$ cat src/rtl/stk_rsp_q.sv
// Per-engine response queue between the WRBK stage and the client engines.
// Each engine owns a small FIFO of {is_pop, err, dat} plus a sticky overflow flag.
module stk_rsp_q #(
    parameter int ENGS_N = 4,
    parameter int DAT_W  = 128,
    parameter int DEPTH  = 2
) (
    input  logic                            clk,
    input  logic                            arst,
    input  logic                            i_wrbk_vld,
    input  logic [$clog2(ENGS_N)-1:0]       i_wrbk_engid,
    input  logic                            i_wrbk_is_pop,
    input  logic                            i_wrbk_err,
    input  logic [DAT_W-1:0]                i_wrbk_dat,
    output logic [ENGS_N-1:0]               o_ad_full,
    output logic [ENGS_N-1:0]               o_rsp_vld,
    output logic [ENGS_N-1:0]               o_rsp_is_pop,
    output logic [ENGS_N-1:0]               o_rsp_err,
    output logic [ENGS_N-1:0][DAT_W-1:0]    o_rsp_dat,
    input  logic [ENGS_N-1:0]               i_rsp_ack,
    output logic [ENGS_N-1:0]               o_ovf_r
);

    localparam int ENG_W = $clog2(ENGS_N);
    localparam int PTR_W = $clog2(DEPTH);
    localparam int CNT_W = PTR_W + 1;

    // Push completions carry no payload, so store zero data for them.
    logic [DAT_W-1:0] wr_dat;
    assign wr_dat = i_wrbk_is_pop ? i_wrbk_dat : '0;

    for (genvar e = 0; e < ENGS_N; e++) begin : g_eng
        logic [PTR_W-1:0] rd_ptr;
        logic [PTR_W-1:0] wr_ptr;
        logic [CNT_W-1:0] cnt;
        logic             ovf_r;
        logic             wr_hit;
        logic             pop;
        logic             full;
        logic             wr_acc;
        logic             vld;
        logic [DAT_W-1:0] mem_dat [DEPTH];
        logic [DEPTH-1:0] mem_pop;
        logic [DEPTH-1:0] mem_err;

        assign vld    = (cnt != '0);
        assign full   = (cnt == CNT_W'(DEPTH));
        assign wr_hit = i_wrbk_vld && (i_wrbk_engid == ENG_W'(e));
        assign pop    = i_rsp_ack[e] && vld;
        // A full queue still accepts a write when its head leaves in the same cycle.
        assign wr_acc = wr_hit && (!full || pop);

        // NOTE: sequential state uses non-blocking assignments so every register
        // samples pre-edge values regardless of statement order.
        always_ff @(posedge clk or posedge arst) begin
            if (arst) begin
                rd_ptr <= '0;
                wr_ptr <= '0;
                cnt    <= '0;
                ovf_r  <= 1'b0;
            end else begin
                if (wr_acc) wr_ptr <= wr_ptr + PTR_W'(1);
                if (pop)    rd_ptr <= rd_ptr + PTR_W'(1);
                cnt <= cnt + CNT_W'(wr_acc) - CNT_W'(pop);
                if (wr_hit && !wr_acc) ovf_r <= 1'b1;
            end
        end

        // NOTE: storage is deliberately left out of reset; occupancy alone decides
        // what is visible, and the output masking hides stale contents.
        always_ff @(posedge clk) begin
            if (wr_acc) begin
                mem_dat[wr_ptr] <= wr_dat;
                mem_pop[wr_ptr] <= i_wrbk_is_pop;
                mem_err[wr_ptr] <= i_wrbk_err;
            end
        end

        assign o_rsp_vld[e]    = vld;
        assign o_ad_full[e]    = full;
        assign o_ovf_r[e]      = ovf_r;
        assign o_rsp_is_pop[e] = vld && mem_pop[rd_ptr];
        assign o_rsp_err[e]    = vld && mem_err[rd_ptr];
        assign o_rsp_dat[e]    = vld ? mem_dat[rd_ptr] : '0;
    end

endmodule

$ cat config.mk
export PLATFORM = sky130hd
export DESIGN_NAME = stk_rsp_q
export DESIGN_NICKNAME = d
export VERILOG_FILES = /design/src/rtl/stk_rsp_q.sv
export SDC_FILE = /design/constraint.sdc
export NUM_CORES = 1
export LEC_CHECK = 0
export CORE_MARGIN = 2
export CORE_UTILIZATION = 50
export DETAILED_ROUTE_END_ITERATION = 8
export PLACE_DENSITY = 0.75
export SETUP_SLACK_MARGIN = 0.05
export SLEW_MARGIN = 20
export SYNTH_ARGS = -nofsm -noshare
export SYNTH_HDL_FRONTEND = slang
export SYNTH_SLANG_ARGS = --single-unit
$ cat constraint.sdc
create_clock -name clk -period 32.2 [get_ports clk]
set_input_delay 3.22 -clock clk [delete_from_list [all_inputs] [get_ports clk]]
set_output_delay 3.22 -clock clk [all_outputs]
set_load 0.03 [all_outputs]
After elaboration in Yosys (flattened, before gate mapping). Memories as Yosys holds them, arrays and structs flattened. Index checks and enable logic that the tools add are counted.

Logic and storage cells: 153. Memory bits (writable): 1024. Register bits after elaboration: 36. Memories kept: 4. Output and inout port bits: 532.

Memory list: g_eng[0].mem_dat (depth 2, width 128, read ports 1, clocked after Yosys merged registers in 0, write ports 1, RTL line 42) `logic [DAT_W-1:0] mem_dat [DEPTH];`; g_eng[1].mem_dat (depth 2, width 128, read ports 1, clocked after Yosys merged registers in 0, write ports 1, RTL line 42); g_eng[2].mem_dat (depth 2, width 128, read ports 1, clocked after Yosys merged registers in 0, write ports 1, RTL line 42); g_eng[3].mem_dat (depth 2, width 128, read ports 1, clocked after Yosys merged registers in 0, write ports 1, RTL line 42).

Add/subtract/negate cells: 16. Magnitude comparators: 12. Multiplexer cells: 45. Reductions and logical operators: 45. Eq/ne operators: 7.

Operators by type and width (number): 2-to-1 mux 128 bit (5); logical AND 1 bit (28); 2-to-1 mux 1 bit (28); bitwise mux 2 bit (8); < comparator 1 x 2 -> 1 bit (second input constant) (8); == test 2 bit (second input constant) (6); adder 1 bit (second input constant) (8); adder 2 x 1 -> 2 bit (4); zero test 1 bit (8); nonzero test 2 bit (4); subtractor 2 x 1 -> 2 bit (4); demux 1 bit (select 1 bit) (4); greater-or-equal comparator 1 bit (second input constant) (4); logical OR 1 bit (4); == test 2 x 1 -> 1 bit (second input constant) (1); zero test 2 bit (1).

Depth between registers and ports, before layout. Gate-level depths: netlist of run 1.

Word-level depth: 6. Depth in mapped cells: 8. Mapped depth without buffers: 8.

Worst setup path after synthesis of run 1. No wires, ideal clock.

Path kind: input -> register. Start: in i_wrbk_engid[0]. End: mem g_eng[2].mem_dat[0][0] (enable). Data arrival time: 12.357 ns. Stages on the path: 2. Buffers on the path: 0. Setup time: 0.778 ns. Slack: 19.064 ns. Cells stage by stage: nand3b_1 -> nor3_1.

Longest elaborated chain between the ends: 5.

RTL lines: start: declaration (RTL line 11) `input logic [$clog2(ENGS_N)-1:0] i_wrbk_engid,`; == test 2 bit (RTL line 48) `assign wr_hit = i_wrbk_vld && (i_wrbk_engid == ENG_W'(e));`; logical AND 1 bit (RTL line 48); logical AND 1 bit (RTL line 51) `assign wr_acc = wr_hit && (!full || pop);`; 2-to-1 mux 1 bit (RTL line 72) `if (wr_acc) begin`; 2-to-1 mux 1 bit (implied by the code) (RTL line 73) `mem_dat[wr_ptr] <= wr_dat;`; end: declaration (RTL line 42).

No other way between the ends.

==> flow_metrics.tcl, run 1 <==
set metrics [dict create \
    grt_use_met2_pct 42.5 \
    area_growth_pct 26.2 \
    dieArea_um2 84700 \
    setup.worst_path.start_class "flip-flop" \
    yosysMostFrequentCell "edfxtp_1" \
    fin_crit_sh_pct 21.9 \
    synth_seq_area_share_pct 77.0 \
    vias 23600 \
    coreArea_um2 81800 \
    overflow 0 \
    synth_cell_types 29 \
    hold_class "flip-flop to flip-flop" \
    setup_ws_ns 25.13 \
    dp_slack_ns 25.76 \
    yosysTopAreaCell "edfxtp_1" \
    cts_root_buf "clkbuf_16" \
    syn_nets 2593 \
    start_util_pct 50.3 \
    initialDrtViolationCount 1947 \
    failed_checks "design-rule violations" \
    row_count 105 \
    post_cts_buffers 0 \
    io_buffers 670 \
    dp_hpwl_mm 68.5 \
    holdWs_ns 0.477 \
    top_usage_layer "met2" \
    fillers 5670 \
    regArea_um2 31700 \
    ys.flop_type "edfxtp_1" \
    critical_path_arrival_ns 3.85 \
    ys_top_cells_by_area "edfxtp_1, mux2i_1, nor2_1" \
    cts_num_sinks 1060 \
    netlist_instances 2447 \
    grt_use_total_pct 25.3 \
    status "finished with violations" \
    cts_tree "yes" \
    holdPathStages 1 \
    slowest_delay_ns 0.97 \
    synth_commonest_cells "edfxtp_1, nor2_1, mux2i_1" \
    drv_slew 0 \
    gr-usage-met3_pct 5.50 \
    period_needed_ns 7.07 \
    crit_chain "buf_4, mux2i_1, nor2_1, clkdlybuf4s50_1" \
    ant_nets 0 \
    finClkSkew_ns 0.0302 \
    max_slew.worst_pin.slew_ns 1.21 \
    io_pins 671 \
    first_pass_iters 9 \
    syn_area_per_cell_um2 16.8 \
    use_met1_pct 32.0 \
    ys_seq_elements 1060 \
    hold_viol_final 0 \
    drt_wl_total_mm 109 \
    synth_top_area_share_pct 75.8 \
    synth_edf_count 1040 \
    grt_pass1_wl_mm 158 \
    cts_buffers 104 \
    crit_required_ns 28.98 \
    viasPerCell 5.52 \
    slew_headroom_pct 19.0 \
    finalSetupViolCount 0 \
    grt_antenna_before_repair 2 \
    drv_cap 0 \
    ys_async_sr_fraction_pct 1.89 \
    wl_per_cell_um 25.5 \
    clkTransAtPathRegs_ns 0.06 \
    power_density_nw_per_um2 99.6 \
    path_max_fanout 48 \
    cp_slowest_cell "dfrtp_4" \
    reg2regPathDepth 6 \
    num-nets-final 3261 \
    ir_worst_vdd_mv 0.0861 \
    multi_input_area_um2 8550 \
    ctsResizeCount 0 \
    clock_latency_ns 0.66 \
    synth_warnings 0 \
    fmax_mhz 142 \
    drive_above_1_share_pct 6.19 \
    grt_max_degree 132 \
    netlist_area_um2 41200 \
    crit_type "flip-flop to primary output" \
    fin_setup_tns_ns 0 \
    routabilityCongestion 0.848 \
    cts_hold_buf 0 \
    rsz0062_at_grt "no" \
    leakage_nw 19.0 \
    die_h_um 291 \
    grt_pass1_vias 23800 \
    die_width_um 291 \
    setup.worst_path.end_class "primary output" \
    cts_max_level 3 \
    cts_buffer_depth 3 \
    drc 2 \
]
==> final timing paths <==
path,from,to,slack [ns]
max,g_eng[3].rd_ptr,o_rsp_dat[479],25.13
min,g_eng[3].ovf_r,g_eng[3].ovf_r,0.48
max reg2reg,g_eng[1].cnt[1],g_eng[1].mem_dat[1][112],29.06
min reg2reg,g_eng[3].ovf_r,g_eng[3].ovf_r,0.48
max in group asynchronous,arst,g_eng[0].rd_ptr,28.41
min in group asynchronous,arst,g_eng[3].rd_ptr,3.09
==> power by group <==
| part | internal [W] | total [W] | switching [W] | leakage, nW |
|---|---|---|---|---|
| combinational | 0.000840 | 0.00231 | 0.00147 | 7.55 |
| sequential | 0.00163 | 0.00170 | 0.0000718 | 9.83 |
| clock | 0.000663 | 0.00117 | 0.000503 | 1.60 |
| total | 0.00313 | 0.00518 | 0.00205 | 19.0 |
==> state kept, by name, indices dropped and copies added, names as in the netlist <==
signal         flops
g_eng.ovf_r        4
g_eng.mem_dat   1024
g_eng.cnt          8
g_eng.rd_ptr       4
g_eng.wr_ptr       4
g_eng.mem_err      8
g_eng.mem_pop      8
==> area by class of cell <==
cell class	instances	share of cell area, %
diodes	2	0.00963
clock buffers	124	5.19
clock inverters	64	1.13
inverters	11	0.0795
multi-input cells	1234	16.5
flip-flops and latches	1060	61.1
well taps	1070	2.58
repair buffers	704	13.5
==> metrics by stage <==
step / util [%] / cells / total power [W] / instance area, um2
2_1_floorplan: - / 2447 / 0.00311 / 41200
3_3_place_gp: 59.5 / 4079 / 0.00403 / 48700
3_5_place_dp: 59.5 / 4079 / 0.00404 / 48700
4_1_cts: 63.5 / 4267 / 0.00521 / 52000
5_1_grt: 63.5 / 4269 / 0.00534 / 52000
6_report: 63.5 / 4269 / 0.00518 / 52000
==> layer usage <==
| layer | routed length (um) | up-vias |
|---|---|---|
| li1 | - | 10300 |
| met1 | 41600 | 12000 |
| met2 | 54500 | 1098 |
| met3 | 8540 | 198 |
| met4 | 4350 | 0 |
| met5 | 0 | - |
==> layout by cell type (no fill, tap or decap), types with 4 or more instances in the layout <==
cell,instances
and2_1,131
buf_4,32
bufinv_16,8
clkbuf_1,18
clkbuf_16,104
clkdlybuf4s50_1,669
clkinv_1,31
clkinv_2,14
dfrtp_1,16
dfrtp_4,4
edfxtp_1,1040
ha_1,7
inv_1,11
inv_6,5
mux2i_1,520
nor2_1,521
nor2_4,10
nor2b_1,5
xnor2_1,12
xor2_1,4
==> critical path, delay by kind of cell (launching register included) <==
| kind | cells | cell delay [ns] |
|---|---|---|
| buffers and inverters | 2 | 1.56 |
| flip-flops | 1 | 0.97 |
| multiplexers | 1 | 0.22 |
| AND/OR/NAND/NOR | 1 | 0.27 |
==> kinds of logic (layout without fill, tap and decap cells) <==
family | Yosys count | after routing | share of synthesized area, %
flip-flops | 1060 | 1060 | 77.0
adder cells (fa/ha/maj) | 7 | 7 | 0.213
XOR/XNOR | 16 | 16 | 0.340
AND/OR/NAND/NOR | 685 | 685 | 7.26
multiplexers | 520 | 520 | 12.6
AO/OA/AOI/OAI | 6 | 6 | 0.112
other | 0 | 2 | 0
buffers and inverters | 153 | 903 | 2.40
Note: power is estimated with default switching activity, not from simulation.
==> run 2: changes to the inputs <==
Clock period 32.2 ns to 7.1 ns, I/O delays scaled along.
==> run 2 against run 1 <==
Compared with the run above: the run now ends clean; clock skew down 0.0024 ns; via count down 0.20%; clock power rose to 4.8 times the previous value; critical path depth up 1; final cell count up 0.14%; global-route usage about the same.
==> flow_metrics.tcl, run 2 (synthesized netlist as in run 1, its figures left out) <==
set metrics [dict create \
    grt_max_degree 131 \
    status "finished clean" \
    first_pass_iters 7 \
    io_buffers 670 \
    cts_num_sinks 1060 \
    grt_use_total_pct 25.3 \
    coreArea_um2 81800 \
    setup.worst_path.start_class "flip-flop" \
    dieArea_um2 84700 \
    rsz0062_at_grt "no" \
    holdWs_ns 0.458 \
    crit_path_frequent_cell "buf_4" \
    p_comb_share_pct 44.3 \
    drt_wl_total_mm 109 \
    period_needed_ns 4.35 \
    slew_headroom_pct 23.7 \
    final_core_util_pct 63.8 \
    overflow 0 \
    crit_type "flip-flop to primary output" \
    cts_buffers 105 \
    fmax_mhz 230 \
    routabilityCongestion 0.858 \
    max_slew.worst_pin.slew_ns 1.14 \
    clockPowerShare_pct 23.4 \
    row_count 105 \
    crit_buf_inv 3 \
    finClkSkew_ns 0.0278 \
    fin_setup_tns_ns 0 \
    clock_latency_ns 0.66 \
    final_common_cell "edfxtp_1" \
    cts_max_level 3 \
    grt_pass1_vias 23700 \
    crit_family "buffers and inverters" \
    cts_hold_buf 0 \
    vias 23500 \
    crit_chain "buf_4, buf_4, mux2i_1, nor2_1, clkdlybuf4s50_1" \
    io_pins 671 \
    multi_input_area_um2 8560 \
    final_cell_mix "edfxtp_1, clkdlybuf4s50_1, nor2_1, mux2i_1, and2_1" \
    slowest_delay_ns 0.70 \
    instances_no_fill 4275 \
    die_h_um 291 \
    die_width_um 291 \
    dp.cells 4081 \
    drive_above_1_share_pct 6.84 \
    ctsResizeCount 0 \
    max_flop_register "g_eng.mem_dat" \
    internal_power_w 0.0145 \
    dp_hpwl_mm 67.9 \
    critical_path_arrival_ns 3.64 \
    cts_tree "yes" \
    cts_root_buf "clkbuf_16" \
    cts_buffer_depth 3 \
    finalSetupViolCount 0 \
    initialDrtViolationCount 2043 \
    leakage_nw 19.1 \
    grt_pass1_wl_mm 159 \
    drv_slew 0 \
    cp_slowest_cell "dfrtp_4" \
    hold_viol_final 0 \
    path_max_fanout 35 \
    seqPwrFrac_pct 32.3 \
    area_growth_pct 26.8 \
    setup.worst_path.end_class "primary output" \
    p_switching_w 0.00932 \
    crit_required_ns 6.39 \
    swShare_pct 39.2 \
    clkTransAtPathRegs_ns 0.06 \
    post_cts_buffers 0 \
    ir_worst_vdd_mv 0.328 \
    drc 0 \
    finalPower_w 0.0238 \
    fin_crit_sh_pct 61.3 \
    viasPerCell 5.50 \
    regArea_um2 31700 \
    fillers 5697 \
    wl_per_cell_um 25.6 \
    ant_nets 0 \
    drv_cap 0 \
    grt_antenna_before_repair 6 \
    hold_class "flip-flop to flip-flop" \
    power_density_nw_per_um2 455 \
    largest_reg_flops 1024 \
    num-nets-final 3264 \
    start_util_pct 50.3 \
]
run 2: worst paths after layout:
path                                             to  cells after the start  slack [ns]            start
max in group asynchronous           g_eng[1].rd_ptr                      2        5.89             arst
min                                  g_eng[1].ovf_r                      1        0.46   g_eng[1].ovf_r
max reg2reg                g_eng[2].mem_dat[1][103]                      5        4.18  g_eng[2].cnt[1]
min in group asynchronous           g_eng[0].wr_ptr                      2        0.55             arst
min reg2reg                          g_eng[1].ovf_r                      1        0.46   g_eng[1].ovf_r
max                                  o_rsp_dat[231]                      5        2.75  g_eng[1].rd_ptr
run 2: layout make-up:
| type | count | share of cell area, % |
|---|---|---|
| sequential | 1060 | 60.8 |
| multi-input combinational | 1234 | 16.4 |
| timing repair buffer | 706 | 13.5 |
| clock buffer | 124 | 5.29 |
| tap | 1070 | 2.56 |
| clock inverter | 66 | 1.42 |
| inverter | 11 | 0.0790 |
| antenna | 4 | 0.0192 |
run 2: power by group through the flow:
stage / combinational, W / sequential (W) / clock [W]
2_1_floorplan: 0.00645 / 0.00766 / 0
3_3_place_gp: 0.0105 / 0.00779 / 0
3_5_place_dp: 0.0105 / 0.00781 / 0
4_1_cts: 0.0106 / 0.00768 / 0.00564
5_1_grt: 0.0109 / 0.00772 / 0.00589
6_report: 0.0105 / 0.00767 / 0.00557
run 2: per-stage QoR:
stage / setup slack [ns] / cell area, um2
global placement: 3.42 / 48700
CTS: 2.69 / 52200
detailed placement: 3.33 / 48700
floorplan: 0.0370 / 41200
global route: 2.60 / 52200
finish: 2.75 / 52200
run 2: per-layer routing:
layer	global-route usage (%)	routed length [um]	vias up
met5	0	27	-
li1	-	-	10300
met4	11.9	5010	4
met1	32.1	42100	11900
met3	5.02	7990	228
met2	42.3	54300	1073
